--- config.mk ---
export PLATFORM = sky130hd
export DESIGN_NAME = round_robin_arbiter_n_req
export DESIGN_NICKNAME = d
export VERILOG_FILES = /design/src/rtl/rr_arb_pkg.sv /design/src/rtl/round_robin_arbiter_n_req_pick.sv /design/src/rtl/round_robin_arbiter_n_req.sv
export SDC_FILE = /design/constraint.sdc
export NUM_CORES = 1
export LEC_CHECK = 0
export ABC_AREA = 1
export BUFFER_PORTS_ARGS = -buffer_cell sky130_fd_sc_hd__buf_2
export CORE_MARGIN = 2
export CORE_UTILIZATION = 25
export DETAILED_ROUTE_END_ITERATION = 10
export PLACE_DENSITY_LB_ADDON = 0.3
export SLEW_MARGIN = 20
export SYNTH_ARGS = -nofsm -noshare
export SYNTH_HDL_FRONTEND = slang
export SYNTH_SLANG_ARGS = --single-unit
export TNS_END_PERCENT = 1
--- constraint.sdc ---
create_clock -name clk -period 3.3 [get_ports clk]
set_clock_uncertainty 0.05 [all_clocks]
set_input_delay 0.165 -clock clk [delete_from_list [all_inputs] [get_ports clk]]
set_output_delay 0.165 -clock clk [all_outputs]
set_load 0.005 [all_outputs]
--- src/rtl/rr_arb_pkg.sv ---
// rr_arb_pkg: shared types, default widths and rotated-priority pick for the round-robin arbiter.
package rr_arb_pkg;
  localparam int DEF_N_REQ = 4;
  localparam int DEF_MAX_HOLD = 8;
  localparam int MAX_N_REQ = 16;
  typedef enum logic {ARB_IDLE, ARB_HOLD} arb_state_t;
  function automatic logic [MAX_N_REQ-1:0] rotate_pick(input logic [MAX_N_REQ-1:0] req, input int start, input int n);
    logic [MAX_N_REQ-1:0] w;
    int j;
    w = '0;
    for (int k = 0; k < MAX_N_REQ; k++) begin
      if (k < n) begin
        j = start + k;
        if (j >= n) j -= n;
        if (w == '0 && req[j[3:0]]) w[j[3:0]] = 1'b1;
      end
    end
    return w;
  endfunction
endpackage

--- src/rtl/round_robin_arbiter_n_req_pick.sv ---
// rr_arb_pick: combinational picker, first set request at or after start with wrap-around.
module rr_arb_pick import rr_arb_pkg::*; #(
  parameter int N = DEF_N_REQ,
  parameter int IDX_W = $clog2(N)
) (
  input  logic [N-1:0]     req,
  input  logic [IDX_W-1:0] start,
  output logic [N-1:0]     winner,
  output logic [IDX_W-1:0] idx,
  output logic             found
);
  assign winner = N'(rotate_pick(MAX_N_REQ'(req), int'(start), N));
  assign found = |winner;
  always_comb begin
    idx = '0;
    for (int k = 0; k < N; k++) idx = winner[k] ? IDX_W'(k) : idx;
  end
endmodule

--- src/rtl/round_robin_arbiter_n_req.sv ---
// round_robin_arbiter_n_req: N-way round-robin arbiter with grant locking and hold timeout.
// Optional RR_ARB_GRANT_STATS_EN adds per-requester 8-bit saturating grant-event counters.
module round_robin_arbiter_n_req import rr_arb_pkg::*; #(
  parameter int N_REQ = DEF_N_REQ,
  parameter int MAX_HOLD = DEF_MAX_HOLD,
  localparam int IDX_W = $clog2(N_REQ)
) (
  input  logic               clk,
  input  logic               rst,
  input  logic [N_REQ-1:0]   requests,
  output logic [N_REQ-1:0]   grants,
  output logic               grant_valid,
`ifdef RR_ARB_GRANT_STATS_EN
  output logic [N_REQ*8-1:0] grant_counts,
`endif
  output logic [IDX_W-1:0]   grant_idx
);
  localparam int CNT_W = MAX_HOLD > 1 ? $clog2(MAX_HOLD) : 1;
  localparam logic [CNT_W-1:0] CNT_TOP = CNT_W'(MAX_HOLD - 1);
  arb_state_t state;
  logic [IDX_W-1:0] ptr, start, win_idx;
  logic [N_REQ-1:0] win;
  logic [CNT_W-1:0] hold_cnt;
  logic found, keep, at_top;
  // ptr always holds the last winner, so searching from ptr+1 gives it lowest priority
  assign start = (ptr == IDX_W'(N_REQ - 1)) ? '0 : ptr + 1'b1;
  rr_arb_pick #(.N(N_REQ), .IDX_W(IDX_W)) u_pick (
    .req(requests & ~grants),
    .start(start),
    .winner(win),
    .idx(win_idx),
    .found(found)
  );
  assign at_top = hold_cnt == CNT_TOP;
  assign keep = state == ARB_HOLD && requests[grant_idx] && !(at_top && found);
  always_ff @(posedge clk or posedge rst) begin
    if (rst) begin
      state <= ARB_IDLE;
      grants <= '0;
      grant_valid <= 1'b0;
      grant_idx <= '0;
      ptr <= IDX_W'(N_REQ - 1);
      hold_cnt <= '0;
    end else if (keep) begin
      hold_cnt <= at_top ? hold_cnt : hold_cnt + 1'b1;
    end else if (found) begin
      state <= ARB_HOLD;
      grants <= win;
      grant_valid <= 1'b1;
      grant_idx <= win_idx;
      ptr <= win_idx;
      hold_cnt <= '0;
    end else begin
      state <= ARB_IDLE;
      grants <= '0;
      grant_valid <= 1'b0;
      grant_idx <= '0;
      hold_cnt <= '0;
    end
  end
`ifdef RR_ARB_GRANT_STATS_EN
  always_ff @(posedge clk or posedge rst) begin
    if (rst) grant_counts <= '0;
    else if (!keep && found)
      for (int i = 0; i < N_REQ; i++)
        if (win[i] && grant_counts[i*8+:8] != 8'hff) grant_counts[i*8+:8] <= grant_counts[i*8+:8] + 8'd1;
  end
`endif
endmodule

==> results.json, run 1 <==
{
  "synth_area_leaders": "dfrtp_1 22%, nand2_1 14%, ha_1 8.8%, nand3_1 7.5%, inv_1 6.6%",
  "cp_data_required_time_ns": 3.37,
  "slowest_delay_ns": 0.60,
  "firstDrtPassIters": 7,
  "synthArstFlopShare": 1.000,
  "ant_nets": 0,
  "routabilityCongestion": 0.7708,
  "critPathLaunchType": "flop",
  "rsz0062_at_grt": "no",
  "grt_pass1_vias": 968,
  "num_io_pins": 13,
  "cap_violations": 0,
  "hold_violations": 0,
  "cts_buffers": 3,
  "crit_fanout": 9,
  "worstMarginPinSlew_ns": 0.5335,
  "synth_top_area_cell": "dfrtp_1",
  "dpl.cell_count": 218,
  "crit_type": "reg -> reg",
  "synth_top_area_share": 0.2203,
  "critPathCaptureType": "flop",
  "final_layout_size_suffix_gt1_frac": 0.2982,
  "vias_per_cell": 4.260,
  "outcome": "complete, no violations",
  "synth_cells": 155,
  "hold_slack_ns": 0.4178,
  "drv_slew": 0,
  "avgRoutedWirePerCell_um": 10.64,
  "gr-usage-all-layers": 0.1078,
  "crit_buf_inv": 2,
  "cp_slowest_cell": "dfstp_2",
  "drt_iter0_drc": 58,
  "post-dp-hpwl_um": 1974,
  "synth_fp_nets": 169,
  "fin_cells": 223,
  "overflow": 0,
  "die_h_um": 71.41,
  "cts_tree": "done",
  "core_mm2": 0.004354,
  "min_path_type": "in -> async",
  "routed_wl_um": 2373,
  "synthDistinctLibCells": 26,
  "diodes": 0,
  "ys_seq_elements": 12,
  "ys.flop_type": "dfrtp_1",
  "antenna_found_initial": 0,
  "clockBufferDepth": 2,
  "max_freq_ghz": 0.3431,
  "post-route-min-period_ns": 2.915,
  "io_buffer_count": 12,
  "yosys_warnings": 0,
  "grt_pass1_wl_um": 4464,
  "clock-root-buffer": "clkbuf_8",
  "h-tree-depth": 1,
  "syn_area_per_cell_um2": 7.330,
  "vias": 950,
  "die_w_um": 71.41,
  "critPathArrivalTime_ns": 2.99,
  "clk_latency_ns": 0.24,
  "drc_errors": 0,
  "crit_top_cell": "nand2_2",
  "ys_seq_area_frac": 0.2665,
  "slew-limit-headroom": 0.6444,
  "area_growth_pct": 15.97,
  "period_share": 0.8832,
  "tns_ns": 0,
  "die_area_mm2": 0.005099,
  "clkTransAtPathRegs_ns": 0.05,
  "timing.final.setup_violations": 0,
  "fp-row-count": 24,
  "synth-edff-count": 0,
  "crit_family": "simple AND/OR/NAND/NOR gates",
  "clock-sinks": 12,
  "crit_path_cell_trace": "inv_2, ha_1, inv_1, nand3_1, nand2_2, nand2_2, nand3_1, nand2_2, nor2_2, nand3_1, nand2_2, nor2_4, nand4_1, nand2_2, nor2_2, nand2_4, nand2_8, nand2_8, nand2_1, nand2_1",
  "start_util": 0.2609,
  "post_cts_buffers": 0,
  "grt_max_degree": 13,
  "nNetsFinal": 186,
  "synth_area_mm2": 0.001136
}
[registers in the layout, indices dropped and copies added (netlist names)]
| signal | count |
|---|---|
| grant_idx | 2 |
| grants | 4 |
| hold_cnt | 3 |
| ptr | 2 |
| state | 1 |
[final timing paths]
kind                       slack (ns)  startpoint   endpoint  cells after the start
min                              0.42         rst  grants[3]                      3
max reg2reg                      0.39      ptr[0]  grants[0]                     20
min in group clk                 0.45      ptr[1]     ptr[1]                      2
max                              0.39      ptr[0]  grants[0]                     20
min reg2reg                      0.45      ptr[1]     ptr[1]                      2
max in group asynchronous        2.45         rst     ptr[1]                      3
[area by class of cell]
cell class	instances	area, µm²
Inverter	22	87.58
Multi-Input combinational cell	119	729.5
Fill cell	451	3037
Timing Repair Buffer	14	77.57
Tap cell	52	65.06
Clock buffer	4	55.05
Sequential cell	12	302.8
[cells in the final DEF, fill, tap and decap left out, types with 2 or more instances in the layout]
cell,count
nor2_2,7
mux2i_1,3
nor2_1,8
o21ai_1,2
buf_2,12
nor2_4,3
nand3_1,17
inv_1,20
o211ai_1,2
nand2_8,2
dfrtp_1,10
clkbuf_8,4
nand2_2,12
nand2_4,3
dfstp_2,2
nand4_1,4
ha_1,7
nand2_1,42
[routing by layer]
layer / vias to the layer above / GRT usage / part of all wire
li1: 520 / - / -
met3: 2 / 0.01406 / 0.028
met4: 0 / 0.01887 / 0.0021
met1: 412 / 0.1430 / 0.48
met5: - / 0 / 0
met2: 16 / 0.1893 / 0.49
[cell usage after synthesis, types with 2 or more instances]
cell,count
nor2_1,8
nor2_2,7
o21ai_1,2
nand2_1,42
nand3_1,17
mux2i_1,3
dfstp_2,2
nand2_2,12
inv_1,20
nand2_4,3
ha_1,8
o211ai_1,2
dfrtp_1,10
nand4_1,4
nor2_4,3
nand2_8,2
[through the flow]
| stage | area (µm²) | util | setup WS (ns) |
|---|---|---|---|
| detailed placement | 1250 | 0.2871 | 0.2873 |
| global route | 1318 | 0.3026 | 0.001739 |
| floorplan | 1136 | - | 0.6697 |
| CTS | 1315 | 0.3020 | 0.2706 |
| global placement | 1250 | 0.2871 | 0.3124 |
| finish | 1318 | 0.3026 | 0.3855 |
[kinds of logic (layout without fill, tap and decap cells)]
logic type,Yosys count,after routing,synth area share
flops,12,12,0.2665
buf+inv,24,40,0.09361
xor+xnor,1,1,0.007711
mux,3,3,0.02643
fa+ha+maj,8,8,0.08811
simple gates,100,100,0.4758
compound gates,7,7,0.04185
[timing repair]
action | CTS | global route
endpoints found under the hold margin | 10 | 0
hold buffers | 1 | 0
resized for setup | 0 | 1
endpoints found under the setup margin | 0 | 6
[tightest hold or removal path, delay by kind of cell]
family | cells | cell delay [ns]
buffers and inverters | 3 | 0.97
Power of run 1 is left out: the tool's default activity adds up to more than one toggle a clock period on the data nets, which glitch-free logic cannot reach.
==> run 2: changes to the inputs <==
--- a/config.mk
+++ b/config.mk
@@ -5,7 +5,6 @@
 export SDC_FILE = /design/constraint.sdc
 export NUM_CORES = 1
 export LEC_CHECK = 0
-export ABC_AREA = 1
 export BUFFER_PORTS_ARGS = -buffer_cell sky130_fd_sc_hd__buf_2
 export CORE_MARGIN = 2
 export CORE_UTILIZATION = 25
==> run 2 against run 1 <==
Via count increased by 29%. Critical path depth decreased by 11. Sequential cell count is the same. Core utilization rose by 0.93 points. Die area grew 15%.
==> results.json, run 2 <==
{
  "tns_ns": 0,
  "period_share": 0.9453,
  "regMostFlops": "grants",
  "synth-edff-count": 0,
  "synth_fp_nets": 160,
  "synth_top_area_share": 0.1894,
  "synth_area_mm2": 0.001321,
  "clock-root-buffer": "clkbuf_8",
  "die_w_um": 76.70,
  "start_util": 0.2587,
  "nNetsFinal": 184,
  "synth_area_leaders": "dfrtp_1 19%, ha_1 8.5%, mux4_2 6.8%, nand2_1 4.5%, dfstp_2 4.0%",
  "grt_pass1_wl_um": 5878,
  "firstDrtPassIters": 4,
  "clkTransAtPathRegs_ns": 0.05,
  "largestRegisters": "grants x4, hold_cnt x3",
  "yosysMostFrequentCell": "nand2_1",
  "post-dp-hpwl_um": 2800,
  "yosys_warnings": 0,
  "overflow": 0,
  "num_io_pins": 13,
  "area_growth_pct": 20.55,
  "ys_top_cells_by_count": "16 x nand2_1, 10 x dfrtp_1, 9 x ha_1, 9 x inv_1, 7 x nor2b_1",
  "diodes": 0,
  "drt_iter0_drc": 192,
  "largest_reg_flops": 4,
  "fill_cells": 537,
  "rsz0062_at_grt": "no",
  "synth_cells": 145,
  "min_path_type": "in -> async",
  "mostFrequentLayoutCells": "16 x nand2_1, 12 x buf_2, 11 x buf_4, 10 x dfrtp_1",
  "grt_pass1_vias": 1166,
  "routabilityCongestion": 0.7900,
  "clockBufferDepth": 2,
  "r2r-start": "ptr[1]",
  "crit_path_cell_trace": "ha_1, nor2_8, mux2i_2, o211ai_1, a211o_1, and4_1, a211oi_2, nor4b_4, a32o_2",
  "drc_errors": 0,
  "routed_wl_um": 3505,
  "cap_violations": 0,
  "cp_slowest_cell": "dfstp_2",
  "ys_seq_area_frac": 0.2292,
  "synthArstFlopShare": 1.000,
  "ys_seq_elements": 12,
  "fp-row-count": 26,
  "crit_fanout": 9,
  "gr-usage-all-layers": 0.1227,
  "slew-limit-headroom": 0.6135,
  "clk_latency_ns": 0.24,
  "antenna_found_initial": 0,
  "vias_per_cell": 5.134,
  "die_area_mm2": 0.005883,
  "cts_tree": "done",
  "critPathLaunchType": "flop",
  "h-tree-depth": 1,
  "reg2regPathDepth": 9,
  "io_buffer_count": 12,
  "post-route-min-period_ns": 3.120,
  "final_layout_size_suffix_gt1_frac": 0.2976,
  "crit_family": "compound AO/OA/AOI/OAI gates",
  "outcome": "complete, no violations",
  "drv_slew": 0,
  "post_cts_buffers": 0,
  "clock-sinks": 12,
  "critPathCaptureType": "flop",
  "grt_max_degree": 13,
  "synth_top_area_cell": "dfrtp_1",
  "slowest_delay_ns": 0.58,
  "worstMarginPinSlew_ns": 0.5685,
  "crit_buf_inv": 0,
  "ys.flop_type": "dfrtp_1",
  "critPathArrivalTime_ns": 3.25,
  "timing.final.setup_violations": 0,
  "die_h_um": 76.70,
  "crit_cells": 9,
  "vias": 1222,
  "ant_nets": 0,
  "cp_data_required_time_ns": 3.43,
  "core_mm2": 0.005107,
  "crit_type": "reg -> reg",
  "max_freq_ghz": 0.3206,
  "syn_area_per_cell_um2": 9.112,
  "setup.worst_path.start": "ptr[1]",
  "avgRoutedWirePerCell_um": 14.73,
  "hold_violations": 0,
  "layout_commonest_cell": "nand2_1",
  "cts_buffers": 3,
  "synthDistinctLibCells": 58
}
run 2: what timing repair did:
item | in CTS | in global routing
hold buffers | 1 | 0
endpoints found under the hold margin | 10 | 0
endpoints found under the setup margin | 0 | 6
resized for setup | 0 | 3
run 2: worst paths after layout:
kind,end,slack [ns]
max,hold_cnt[1],0.18
min,grants[3],0.43
max reg2reg,hold_cnt[1],0.18
min reg2reg,hold_cnt[2],0.48
max in group asynchronous,ptr[1],2.42
min in group clk,hold_cnt[2],0.48
run 2: logic make-up after synthesis:
kind of cell    synth area share
fa+ha+maj                0.08523
flops                     0.2292
buf+inv                  0.05491
mux                       0.1335
simple gates              0.2254
compound gates            0.2718
run 2: stage by stage:
stage / instance area, µm² / util / hold slack, ns / instances / worst slack, ns
global placement: 1516 / 0.2969 / 0.1552 / 233 / 0.2106
CTS: 1582 / 0.3097 / 0.4388 / 238 / 0.1554
finish: 1593 / 0.3119 / 0.4261 / 238 / 0.1805
global route: 1593 / 0.3119 / 0.4845 / 238 / 0.01782
floorplan: 1321 / - / -0.02173 / 145 / 0.1925
detailed placement: 1516 / 0.2969 / 0.1515 / 233 / 0.1799
run 2: layout make-up:
| type | instances | area (µm²) | share of cell area |
|---|---|---|---|
| clock buffers | 4 | 55.05 | 0.03456 |
| inverters | 10 | 37.54 | 0.02357 |
| multi-input cells | 118 | 957.2 | 0.6009 |
| flip-flops and latches | 12 | 302.8 | 0.1901 |
| well taps | 70 | 87.58 | 0.05499 |
| repair buffers | 24 | 152.6 | 0.09584 |
run 2: metal layers:
metal  vias to the layer above  global-route usage  wire, µm
li1                        601                   -         -
met1                       570              0.1785      1729
met2                        44              0.1939      1565
met3                         7             0.01176       153
met4                         0             0.03273        57
met5                         -                   0         0
run 2: worst min-delay path, stage by stage:
cell	delay [ns]
dlygate4sd3_1	0.53
buf_2	0.11
inv_1	0.35
Power of run 2 is left out for the same reason.
